`config.mk`:
```
export PLATFORM = sky130hd
export DESIGN_NAME = csv_acc_resolve
export DESIGN_NICKNAME = d
export VERILOG_FILES = /design/src/rtl/csv_acc_resolve.sv
export SDC_FILE = /design/constraint.sdc
export NUM_CORES = 1
export LEC_CHECK = 0
export BUFFER_PORTS_ARGS = -buffer_cell sky130_fd_sc_hd__buf_2
export CAP_MARGIN = 20
export CORE_UTILIZATION = 53
export DETAILED_ROUTE_END_ITERATION = 16
export PLACE_DENSITY_LB_ADDON = 0.25
export SLEW_MARGIN = 20
export SYNTH_ARGS = -nofsm -noshare
export SYNTH_HDL_FRONTEND = slang
export SYNTH_SLANG_ARGS = --single-unit
export TNS_END_PERCENT = 100
```
`constraint.sdc`:
```
create_clock -name clk_i -period 3.1 [get_ports clk_i]
set_clock_uncertainty 0.05 [all_clocks]
set_input_delay 0.62 -clock clk_i [delete_from_list [all_inputs] [get_ports clk_i]]
set_output_delay 0.62 -clock clk_i [all_outputs]
set_load 0.005 [all_outputs]
```
`src/rtl/csv_acc_resolve.sv`:
```
// Carry-save accumulator: folds (sum, carry) terms with 4:2 compression, then
// resolves AS+AC through a CHUNK-bit-per-cycle carry-propagate adder.
module csv_acc_resolve #(
  parameter int WIDTH = 16,
  parameter int ACC_W = 24,  // must be >= WIDTH and a multiple of CHUNK
  parameter int CHUNK = 8
) (
  input  logic             clk_i,
  input  logic             rst_ni,
  input  logic             in_valid_i,
  output logic             in_ready_o,
  input  logic [WIDTH-1:0] in_s_i,
  input  logic [WIDTH-1:0] in_c_i,
  input  logic             in_last_i,
  output logic             out_valid_o,
  input  logic             out_ready_i,
  output logic [ACC_W-1:0] out_sum_o,
  output logic [7:0]       out_count_o
);

  localparam int NCH   = ACC_W / CHUNK;
  localparam int IDX_W = (NCH > 1) ? $clog2(NCH) : 1;
  localparam logic [IDX_W-1:0] LAST_IDX = IDX_W'(NCH - 1);

  typedef enum logic [1:0] {ACCUM, RESOLVE, OUTPUT} state_e;

  typedef struct packed {
    logic [ACC_W-1:0] s;
    logic [ACC_W-1:0] c;
  } csv_t;

  state_e           state_q, state_d;
  logic             live_q;
  csv_t             acc_q, cmp1, cmp2;
  logic [ACC_W-1:0] res_q;
  logic [IDX_W-1:0] idx_q;
  logic             cy_q;
  logic [7:0]       cnt_q;
  logic [ACC_W-1:0] ts, tc;
  logic [CHUNK-1:0] ca, cb, csum;
  logic             cout;
  logic             accept, last_chunk;

  assign ts = ACC_W'(in_s_i);
  assign tc = ACC_W'(in_c_i);

  // Two 3:2 layers form the 4:2 compressor; the left shift drops carries past ACC_W-1.
  always_comb begin
    cmp1.s = acc_q.s ^ acc_q.c ^ ts;
    cmp1.c = ((acc_q.s & acc_q.c) | (acc_q.s & ts) | (acc_q.c & ts)) << 1;
    cmp2.s = cmp1.s ^ cmp1.c ^ tc;
    cmp2.c = ((cmp1.s & cmp1.c) | (cmp1.s & tc) | (cmp1.c & tc)) << 1;
  end

  assign ca = acc_q.s[idx_q*CHUNK +: CHUNK];
  assign cb = acc_q.c[idx_q*CHUNK +: CHUNK];
  assign {cout, csum} = {1'b0, ca} + {1'b0, cb} + {{CHUNK{1'b0}}, cy_q};

  assign accept     = in_valid_i & in_ready_o;
  assign last_chunk = (idx_q == LAST_IDX);

  always_comb begin
    state_d     = state_q;
    in_ready_o  = 1'b0;
    out_valid_o = 1'b0;
    out_sum_o   = '0;
    out_count_o = '0;
    case (state_q)
      ACCUM: begin
        // live_q holds ready low until the first edge after reset release
        in_ready_o = live_q;
        if (accept && in_last_i) state_d = RESOLVE;
      end
      RESOLVE: if (last_chunk) state_d = OUTPUT;
      OUTPUT: begin
        out_valid_o = 1'b1;
        out_sum_o   = res_q;
        out_count_o = cnt_q;
        if (out_ready_i) state_d = ACCUM;
      end
      default: state_d = ACCUM;
    endcase
  end

  always_ff @(posedge clk_i or negedge rst_ni) begin
    if (!rst_ni) begin
      state_q <= ACCUM;
      live_q  <= 1'b0;
      acc_q   <= '0;
      res_q   <= '0;
      idx_q   <= '0;
      cy_q    <= 1'b0;
      cnt_q   <= '0;
    end else begin
      state_q <= state_d;
      live_q  <= 1'b1;
      case (state_q)
        ACCUM: if (accept) begin
          acc_q <= cmp2;
          if (cnt_q != 8'hFF) cnt_q <= cnt_q + 8'd1;
        end
        RESOLVE: begin
          res_q[idx_q*CHUNK +: CHUNK] <= csum;
          cy_q  <= cout;
          idx_q <= last_chunk ? '0 : idx_q + 1'b1;
        end
        OUTPUT: if (out_ready_i) begin
          acc_q <= '0;
          res_q <= '0;
          cnt_q <= '0;
          idx_q <= '0;
          cy_q  <= 1'b0;
        end
        default: ;
      endcase
    end
  end

endmodule

```
==> flow_summary.json, run 1 <==
{
  "worstPathRequired_ns": 3.34,
  "nNetsFinal": 693,
  "vias_per_cell": 5.48,
  "crit_fanout": 9,
  "antenna_found_initial": 0,
  "post_cts.repair.setup_buffers": 0,
  "routabilityCongestion": 0.847,
  "dieWidth_um": 101,
  "reg2reg_from": "idx_q[0]",
  "max_freq_mhz": 356,
  "grt_pass1_vias": 3928,
  "yosysWarnings": 0,
  "grt-ovfl-total": 0,
  "yosysSeqAreaShare_pct": 41.2,
  "ys_ff_latch": 85,
  "syn-cell-area_mm2": 0.00516,
  "vias": 4007,
  "cts_buffer_depth": 2,
  "min_period_ns": 2.81,
  "drtIter0Drc": 156,
  "fin_setup_tns_ns": 0,
  "final_common_cell": "nand2_1",
  "seq_area_mm2": 0.00213,
  "most-common-layout-cells": "124 x nand2_1, 85 x dfrtp_1, 69 x buf_2",
  "ios": 71,
  "h-tree-depth": 3,
  "drt-total-wl_mm": 11.4,
  "grt_usage_pct": 24.6,
  "setup_viol": 0,
  "die_h_um": 101,
  "worst_pin_slew_ns": 0.797,
  "crit_path_end": "res_q[6]",
  "drive_gt1_share_pct": 17.3,
  "insertion_delay_ns": 0.35,
  "grt_pass1_wl_mm": 19.2,
  "rows": 35,
  "cp.arrival_ns": 3.05,
  "fin_util_pct": 63.2,
  "p_total_w": 0.00529,
  "drc": 0,
  "rsz0062_at_grt": "false",
  "clk_pin_slew_ns": 0.09,
  "clockRootBuffer": "clkbuf_8",
  "synth_area_leader_cell": "dfrtp_1",
  "ys_types": 43,
  "syn-instance-count": 532,
  "multi_input_area_mm2": 0.00289,
  "ant_nets": 0,
  "power.density_mw_per_mm2": 897,
  "reg2reg_depth": 10,
  "final_max_slew_viol_count": 0,
  "fillers": 805,
  "r2r_end": "res_q[6]",
  "wl_per_cell_um": 15.5,
  "grt_max_degree": 51,
  "cp-start-kind": "register",
  "floorplan.initialDensity_pct": 55.4,
  "cts_tree": "yes",
  "port_buffers": 70,
  "drt_pre_antenna_iters": 5,
  "core-area_mm2": 0.00933,
  "synth_area_leaders": "dfrtp_1 41%, fa_1 12%, nand2_1 9.0%",
  "hpwlAfterDp_mm": 8.29,
  "synth_area_per_cell_um2": 9.71,
  "cts.sinks": 85,
  "holdCritPathClass": "in -> async",
  "antenna_cells": 0,
  "synth.top_cell.area_share_pct": 41.2,
  "synth_edf_count": 0,
  "dieArea_mm2": 0.0101,
  "numCtsBuffers": 9,
  "drv_cap": 0,
  "vdd_drop_max_mv": 0.467,
  "p_leak_nw": 3.01,
  "timing.final.hold_violations": 0,
  "slew_headroom_pct": 46.8,
  "syn_to_final_growth_pct": 14.1,
  "final.period_utilization_pct": 90.6,
  "syn_nets": 628,
  "r2r_setup_slack_ns": 0.29,
  "end_kind": "register",
  "status": "finished clean",
  "crit_start": "idx_q[0]",
  "critPathKind": "reg -> reg",
  "synth_top_flop_cell": "dfrtp_1",
  "async_reset_ff_share_pct": 100
}
[power breakdown]
group	leakage (nW)	internal (W)	switching, W
Sequential	1.13	0.00147	0.000386
Clock	0.127	0.000558	0.000402
Combinational	1.76	0.00104	0.00143
[layer usage]
| layer | routed length, um | global-route usage [%] | share of wire [%] |
|---|---|---|---|
| met1 | 5210 | 34.2 | 46 |
| met2 | 5450 | 39.4 | 48 |
| met3 | 481 | 4.30 | 4.2 |
| met4 | 217 | 8.25 | 1.9 |
| met5 | 0 | 0 | 0 |
[kinds of logic after synthesis]
family,synth area share [%]
mux,3.10
fa+ha+maj,18.9
flops,41.2
buf+inv,3.15
xor+xnor,1.02
simple gates,22.8
other cells,0.0726
compound gates,9.74
[cells in the mapped netlist, drive strengths merged (3+ instances only)]
library cell / n
nand3: 52
nor3: 5
dfrtp: 85
nand4: 3
and2: 32
nand2: 124
nor4: 3
fa: 32
o21a: 3
o21ai: 34
a21oi: 13
nor2b: 4
xnor2: 6
clkbuf: 17
ha: 27
inv: 12
nor2: 16
buf: 9
mux2i: 16
a22o: 15
o31a: 3
[worst min-delay path by stage]
stage | startpoint | end | slack, ns | cells after the start
floorplan | rst_ni | acc_q[10] | 0.27 | 0
global placement | res_q[17] | res_q[17] | 0.41 | 2
detailed placement | res_q[17] | res_q[17] | 0.41 | 2
CTS | rst_ni | cnt_q[4] | 0.20 | 1
global route | rst_ni | cnt_q[7] | 0.21 | 1
finish | rst_ni | cnt_q[4] | 0.18 | 1
[sequential cells by signal, indices dropped and copies added (netlist names)]
register / count
acc_q: 47
res_q: 24
cnt_q: 8
idx_q: 2
state_q: 2
cy_q: 1
live_q: 1
[area by class of cell]
type,instances,area share (%)
Tap cell,129,2.74
Timing Repair Buffer,80,7.26
Sequential cell,85,36.1
Clock inverter,6,1.85
Multi-Input combinational cell,409,49.0
Clock buffer,10,2.34
Inverter,12,0.764
[worst max-delay path, stage by stage, from the launching register on]
cell	delay [ns]
dfrtp_1	0.50
inv_1	0.14
nor2_1	0.20
a21oi_1	0.12
fa_1	0.44
fa_1	0.42
nor2b_1	0.16
o31a_1	0.20
nor4_1	0.08
nor3_2	0.25
a22o_1	0.18
[per-stage QoR]
stage	hold slack, ns	instances	setup WS, ns	area [um^2]
CTS	0.199	731	0.197	5880
global route	0.210	731	0.0539	5890
detailed placement	0.414	715	0.226	5640
finish	0.185	731	0.292	5890
floorplan	0.274	532	0.131	5160
global placement	0.409	715	0.392	5640
[what timing repair did]
item	in CTS	in global routing
endpoints found under the setup margin	0	5
resized for setup	0	2
hold buffers	0	0
(Power assumes the default switching activity.)
==> inputs of run 2 (changes only) <==
--- a/config.mk
+++ b/config.mk
@@ -7,7 +7,7 @@
 export LEC_CHECK = 0
 export BUFFER_PORTS_ARGS = -buffer_cell sky130_fd_sc_hd__buf_2
 export CAP_MARGIN = 20
-export CORE_UTILIZATION = 53
+export CORE_UTILIZATION = 58
 export DETAILED_ROUTE_END_ITERATION = 16
 export PLACE_DENSITY_LB_ADDON = 0.25
 export SLEW_MARGIN = 20
==> constraint.sdc (replaced) <==
create_clock -name clk_i -period 3 [get_ports clk_i]
set_clock_uncertainty 0.05 [all_clocks]
set_input_delay 0.6 -clock clk_i [delete_from_list [all_inputs] [get_ports clk_i]]
set_output_delay 0.6 -clock clk_i [all_outputs]
set_load 0.005 [all_outputs]
==> flow_summary.json, run 2 (synthesis results as in run 1) <==
{
  "status": "finished clean",
  "reg2reg_from": "idx_q[0]",
  "final_common_cell": "nand2_1",
  "ant_nets": 0,
  "place_inst": 694,
  "grt_usage_pct": 27.1,
  "vias": 3968,
  "vdd_drop_max_mv": 0.449,
  "wl_per_cell_um": 15.7,
  "clockRootBuffer": "clkbuf_8",
  "top_register": "acc_q",
  "cp-start-kind": "register",
  "rsz0062_at_grt": "false",
  "insertion_delay_ns": 0.37,
  "drtIter0Drc": 215,
  "grt_max_degree": 51,
  "antenna_found_initial": 0,
  "final_max_slew_viol_count": 0,
  "grt_pass1_wl_mm": 18.6,
  "drc": 0,
  "fillers": 713,
  "rows": 34,
  "reg2reg_depth": 10,
  "setup_viol": 0,
  "most-common-layout-cells": "124 x nand2_1, 85 x dfrtp_1, 69 x buf_2",
  "core-area_mm2": 0.00868,
  "worst_pin_slew_ns": 0.708,
  "die_h_um": 96.4,
  "nNetsFinal": 693,
  "min_period_ns": 2.77,
  "cts_tree": "yes",
  "vias_per_cell": 5.59,
  "reg_top3": "acc_q (47), res_q (24), cnt_q (8)",
  "cts.sinks": 85,
  "hold_buffers": 0,
  "crit_fanout": 7,
  "fin_setup_tns_ns": 0,
  "final.period_utilization_pct": 92.4,
  "port_buffers": 70,
  "cp.arrival_ns": 2.99,
  "critPathKind": "reg -> reg",
  "r2r_end": "res_q[6]",
  "drive_gt1_share_pct": 17.3,
  "cts_buffer_depth": 2,
  "ios": 71,
  "grt-ovfl-total": 0,
  "grt_pass1_vias": 3865,
  "clk_pin_slew_ns": 0.09,
  "h-tree-depth": 3,
  "syn_to_final_growth_pct": 12.5,
  "drt-total-wl_mm": 11.2,
  "p_leak_nw": 2.98,
  "slew_headroom_pct": 52.7,
  "drv_cap": 0,
  "dieWidth_um": 96.4,
  "routabilityCongestion": 0.878,
  "largest_reg_flops": 47,
  "hpwlAfterDp_mm": 8.25,
  "drt_pre_antenna_iters": 5,
  "worstPathRequired_ns": 3.22,
  "numCtsBuffers": 9,
  "floorplan.initialDensity_pct": 59.5,
  "max_freq_mhz": 361,
  "power.density_mw_per_mm2": 903,
  "dieArea_mm2": 0.00928,
  "antenna_cells": 0,
  "end_kind": "register",
  "holdCritPathClass": "in -> async",
  "timing.final.hold_violations": 0,
  "r2r_setup_slack_ns": 0.23,
  "fin_cells": 710
}
run 2: cell count changes in the layout (fill, tap and decap cells not counted):
cell	previous run	this run
clkinvlp_4	0	1
clkinv_4	0	2
bufinv_16	3	0
inv_6	1	0
clkbuf_8	10	11
run 2: area by class of cell:
type | count | area (um^2) | share of cell area [%]
Clock inverter | 5 | 35.0 | 0.603
Inverter | 12 | 45.0 | 0.776
Multi-Input combinational cell | 409 | 2890 | 49.7
Timing Repair Buffer | 80 | 428 | 7.37
Sequential cell | 85 | 2130 | 36.6
Clock buffer | 11 | 151 | 2.61
Tap cell | 108 | 135 | 2.33
run 2: layer usage:
metal	global-route usage [%]	share of wire, %	up-vias
li1	-	-	1927
met1	37.0	46	1894
met2	43.3	47	124
met3	5.37	4.7	23
met4	9.93	2.5	0
met5	0	0	-
run 2: power breakdown:
| group | internal [W] | switching, W |
|---|---|---|
| sequential | 0.00151 | 0.000389 |
| clock | 0.000346 | 0.000424 |
| combinational | 0.00108 | 0.00149 |
| total | 0.00295 | 0.00230 |
run 2: worst max-delay path by stage:
stage / depth (start not counted) / startpoint / to / slack, ns
2_1_floorplan: 11 / idx_q[1] / res_q[6] / 0.03
3_3_place_gp: 10 / idx_q[1] / res_q[13] / 0.36
3_5_place_dp: 10 / idx_q[0] / res_q[14] / 0.24
4_1_cts: 10 / idx_q[0] / res_q[14] / 0.20
5_1_grt: 11 / idx_q[1] / res_q[13] / 0.03
6_report: 10 / idx_q[0] / res_q[6] / 0.23
run 2: through the flow:
stage	cell area [um^2]	utilization [%]	hold WS (ns)	setup WS [ns]	power, W
2_1_floorplan	5160	-	0.254	0.0307	0.00370
3_3_place_gp	5610	64.6	0.405	0.363	0.00431
3_5_place_dp	5610	64.6	0.424	0.235	0.00445
4_1_cts	5800	66.8	0.168	0.198	0.00522
5_1_grt	5810	66.9	0.184	0.0256	0.00576
6_report	5810	66.9	0.147	0.229	0.00524
run 2: critical path, stage by stage, from the launching register on:
cell and delay, ns:
dfrtp_1 0.43, inv_1 0.12, nor2_1 0.23, a21oi_1 0.13
fa_1 0.44, fa_1 0.42, nor2b_1 0.16, o31a_1 0.21
o31a_1 0.18, nor3_2 0.07, a22o_1 0.21
run 2: what timing repair did:
action                                  4_1_cts  5_1_grt
resized for setup                             0        2
setup buffers                                 0        0
endpoints found under the setup margin        0        5
==> inputs of run 3 (changes only) <==
--- a/config.mk
+++ b/config.mk
@@ -5,6 +5,7 @@
 export SDC_FILE = /design/constraint.sdc
 export NUM_CORES = 1
 export LEC_CHECK = 0
+export ABC_AREA = 1
 export BUFFER_PORTS_ARGS = -buffer_cell sky130_fd_sc_hd__buf_2
 export CAP_MARGIN = 20
 export CORE_UTILIZATION = 58
==> flow_summary.json, run 3 <==
{
  "synthMuxAreaShare_pct": 0,
  "final.period_utilization_pct": 90.1,
  "port_buffers": 70,
  "yosysWarnings": 0,
  "critPathKind": "reg -> reg",
  "hold_buffers": 0,
  "drtIter0Drc": 277,
  "rsz0062_at_grt": "false",
  "reg_top3": "acc_q (47), res_q (24), cnt_q (8)",
  "syn-instance-count": 620,
  "antenna_cells": 0,
  "syn_nets": 716,
  "drc": 0,
  "combPwrFrac_pct": 54.3,
  "synth_area_leaders": "dfrtp_1 40%, fa_1 12%, nand3_1 8.2%",
  "grt_pass1_vias": 4369,
  "drv_cap": 0,
  "clock_power_share_pct": 13.4,
  "fin_util_pct": 67.5,
  "syn_to_final_growth_pct": 11.7,
  "fillers": 730,
  "ant_nets": 0,
  "reg2reg_depth": 9,
  "drt-total-wl_mm": 11.9,
  "cts-resized-gates": 0,
  "cts_tree": "yes",
  "holdCritPathClass": "in -> async",
  "final_max_slew_viol_count": 0,
  "vias_per_cell": 5.58,
  "synth_top_flop_cell": "dfrtp_1",
  "cp.arrival_ns": 2.95,
  "floorplan.initialDensity_pct": 60.4,
  "synth_edf_count": 0,
  "top_register": "acc_q",
  "p_seq_share_pct": 32.3,
  "synthTopCellsByCount": "101 x nand2_1, 87 x nand3_1, 86 x inv_1, 85 x dfrtp_1, 62 x o21ai_0",
  "cp-start-kind": "register",
  "die_h_um": 97.6,
  "yosys.area_share.xor_xnor_pct": 0.827,
  "end_kind": "register",
  "dieArea_mm2": 0.00952,
  "p_int_w": 0.00314,
  "fin_setup_tns_ns": 0,
  "routabilityCongestion": 0.881,
  "multi_input_area_mm2": 0.00270,
  "numCtsBuffers": 9,
  "synth_compound_area_share_pct": 10.4,
  "nNetsFinal": 778,
  "yosysSeqAreaShare_pct": 40.2,
  "worst_pin_slew_ns": 0.531,
  "grt-ovfl-total": 0,
  "h-tree-depth": 3,
  "synth_top_family_by_area": "simple AND/OR/NAND/NOR gates",
  "vdd_drop_max_mv": 0.497,
  "wl_per_cell_um": 15.0,
  "grt_usage_pct": 27.2,
  "crit_fanout": 7,
  "min_period_ns": 2.70,
  "setup_viol": 0,
  "drt_pre_antenna_iters": 5,
  "grt_max_degree": 86,
  "grt_pass1_wl_mm": 20.6,
  "insertion_delay_ns": 0.36,
  "cts_buffer_depth": 2,
  "p_leak_nw": 2.99,
  "synth_area_leader_cell": "dfrtp_1",
  "synth.top_cell.area_share_pct": 40.2,
  "synthSimpleGateAreaFrac_pct": 21.1,
  "rows": 34,
  "most-common-layout-cells": "101 x nand2_1, 87 x nand3_1, 86 x inv_1",
  "cts.sinks": 85,
  "clk_pin_slew_ns": 0.08,
  "final_common_cell": "nand2_1",
  "max_freq_mhz": 370,
  "slew_headroom_pct": 64.5,
  "drive_gt1_share_pct": 16.6,
  "hold_ws_ns": 0.220,
  "syn-cell-area_mm2": 0.00530,
  "antenna_found_initial": 0,
  "core-area_mm2": 0.00876,
  "timing.final.hold_violations": 0,
  "synth_area_per_cell_um2": 8.54,
  "power_switching_w": 0.00270,
  "swShare_pct": 46.3,
  "async_reset_ff_share_pct": 100,
  "clockRootBuffer": "clkbuf_8",
  "seq_area_mm2": 0.00213,
  "post_cts.repair.setup_buffers": 0,
  "largest_reg_flops": 47,
  "hpwlAfterDp_mm": 8.65,
  "vias": 4431,
  "synth_most_common_cell": "nand2_1",
  "ys_types": 32,
  "ios": 71,
  "power.density_mw_per_mm2": 988,
  "r2r_setup_slack_ns": 0.30,
  "dieWidth_um": 97.6,
  "reg2reg_from": "idx_q[1]",
  "worstPathRequired_ns": 3.25,
  "r2r_end": "res_q[20]",
  "ys_ff_latch": 85,
  "status": "finished clean",
  "synth-adder-area-share_pct": 18.5
}
[run 3: cell count changes after synthesis, moves of 21 or more]
cell     previous run  this run
and2_1             32         0
inv_1              11        86
nand2_1           124       101
nand3_1            52        87
nor2_1             16        42
o21ai_0            33        62
o22ai_1             0        21
[run 3: power groups by stage]
stage          sequential, W  combinational [W]  clock [W]
2_1_floorplan        0.00180            0.00239          0
3_3_place_gp         0.00189            0.00301          0
3_5_place_dp         0.00191            0.00314          0
4_1_cts              0.00189            0.00317   0.000797
5_1_grt              0.00194            0.00369   0.000846
6_report             0.00189            0.00317   0.000785
[run 3: logic make-up (layout without fill, tap and decap cells)]
family | after synthesis | after routing
fa+ha+maj | 59 | 59
simple gates | 252 | 252
compound gates | 99 | 99
other cells | 1 | 1
flops | 85 | 85
xor+xnor | 5 | 5
buf+inv | 119 | 185
[run 3: stage by stage]
stage / total power (W) / area [um^2] / std cells / setup slack, ns
6_report: 0.00584 / 5910 / 794 / 0.297
2_1_floorplan: 0.00419 / 5300 / 620 / 0.540
4_1_cts: 0.00586 / 5910 / 794 / 0.321
3_5_place_dp: 0.00505 / 5730 / 779 / 0.360
5_1_grt: 0.00647 / 5910 / 794 / 0.121
3_3_place_gp: 0.00490 / 5730 / 779 / 0.477
[run 3: cell type report]
class / count / share of cell area, %
timing repair buffer: 78 / 7.19
multi-input combinational: 416 / 45.6
inverter: 92 / 5.84
tap: 108 / 2.29
clock buffer: 11 / 2.22
clock inverter: 4 / 0.846
sequential: 85 / 36.0
[run 3: worst max-delay path, cell delays in order (launching register included)]
cell and delay, ns:
dfrtp_1 0.37, inv_1 0.12, nor2_1 0.27, a22oi_1 0.17
fa_1 0.45, fa_1 0.43, o21ai_0 0.31, xor2_1 0.29
nand3_1 0.12, nand2_1 0.08
[run 3: worst max-delay path by stage]
| stage | start | to | slack [ns] |
|---|---|---|---|
| final | idx_q[1] | res_q[20] | 0.30 |
| after global routing | idx_q[1] | res_q[20] | 0.12 |
| after CTS | idx_q[1] | res_q[20] | 0.32 |
| after detailed placement | idx_q[1] | res_q[12] | 0.36 |
| after global placement | idx_q[0] | res_q[20] | 0.48 |
| after floorplan | idx_q[0] | res_q[12] | 0.54 |
[run 3: routing by layer]
layer / track usage (%) / share of wire [%]
met5: 0 / 0
met1: 38.8 / 44
met3: 4.46 / 6.3
met2: 42.4 / 47
met4: 9.84 / 1.9
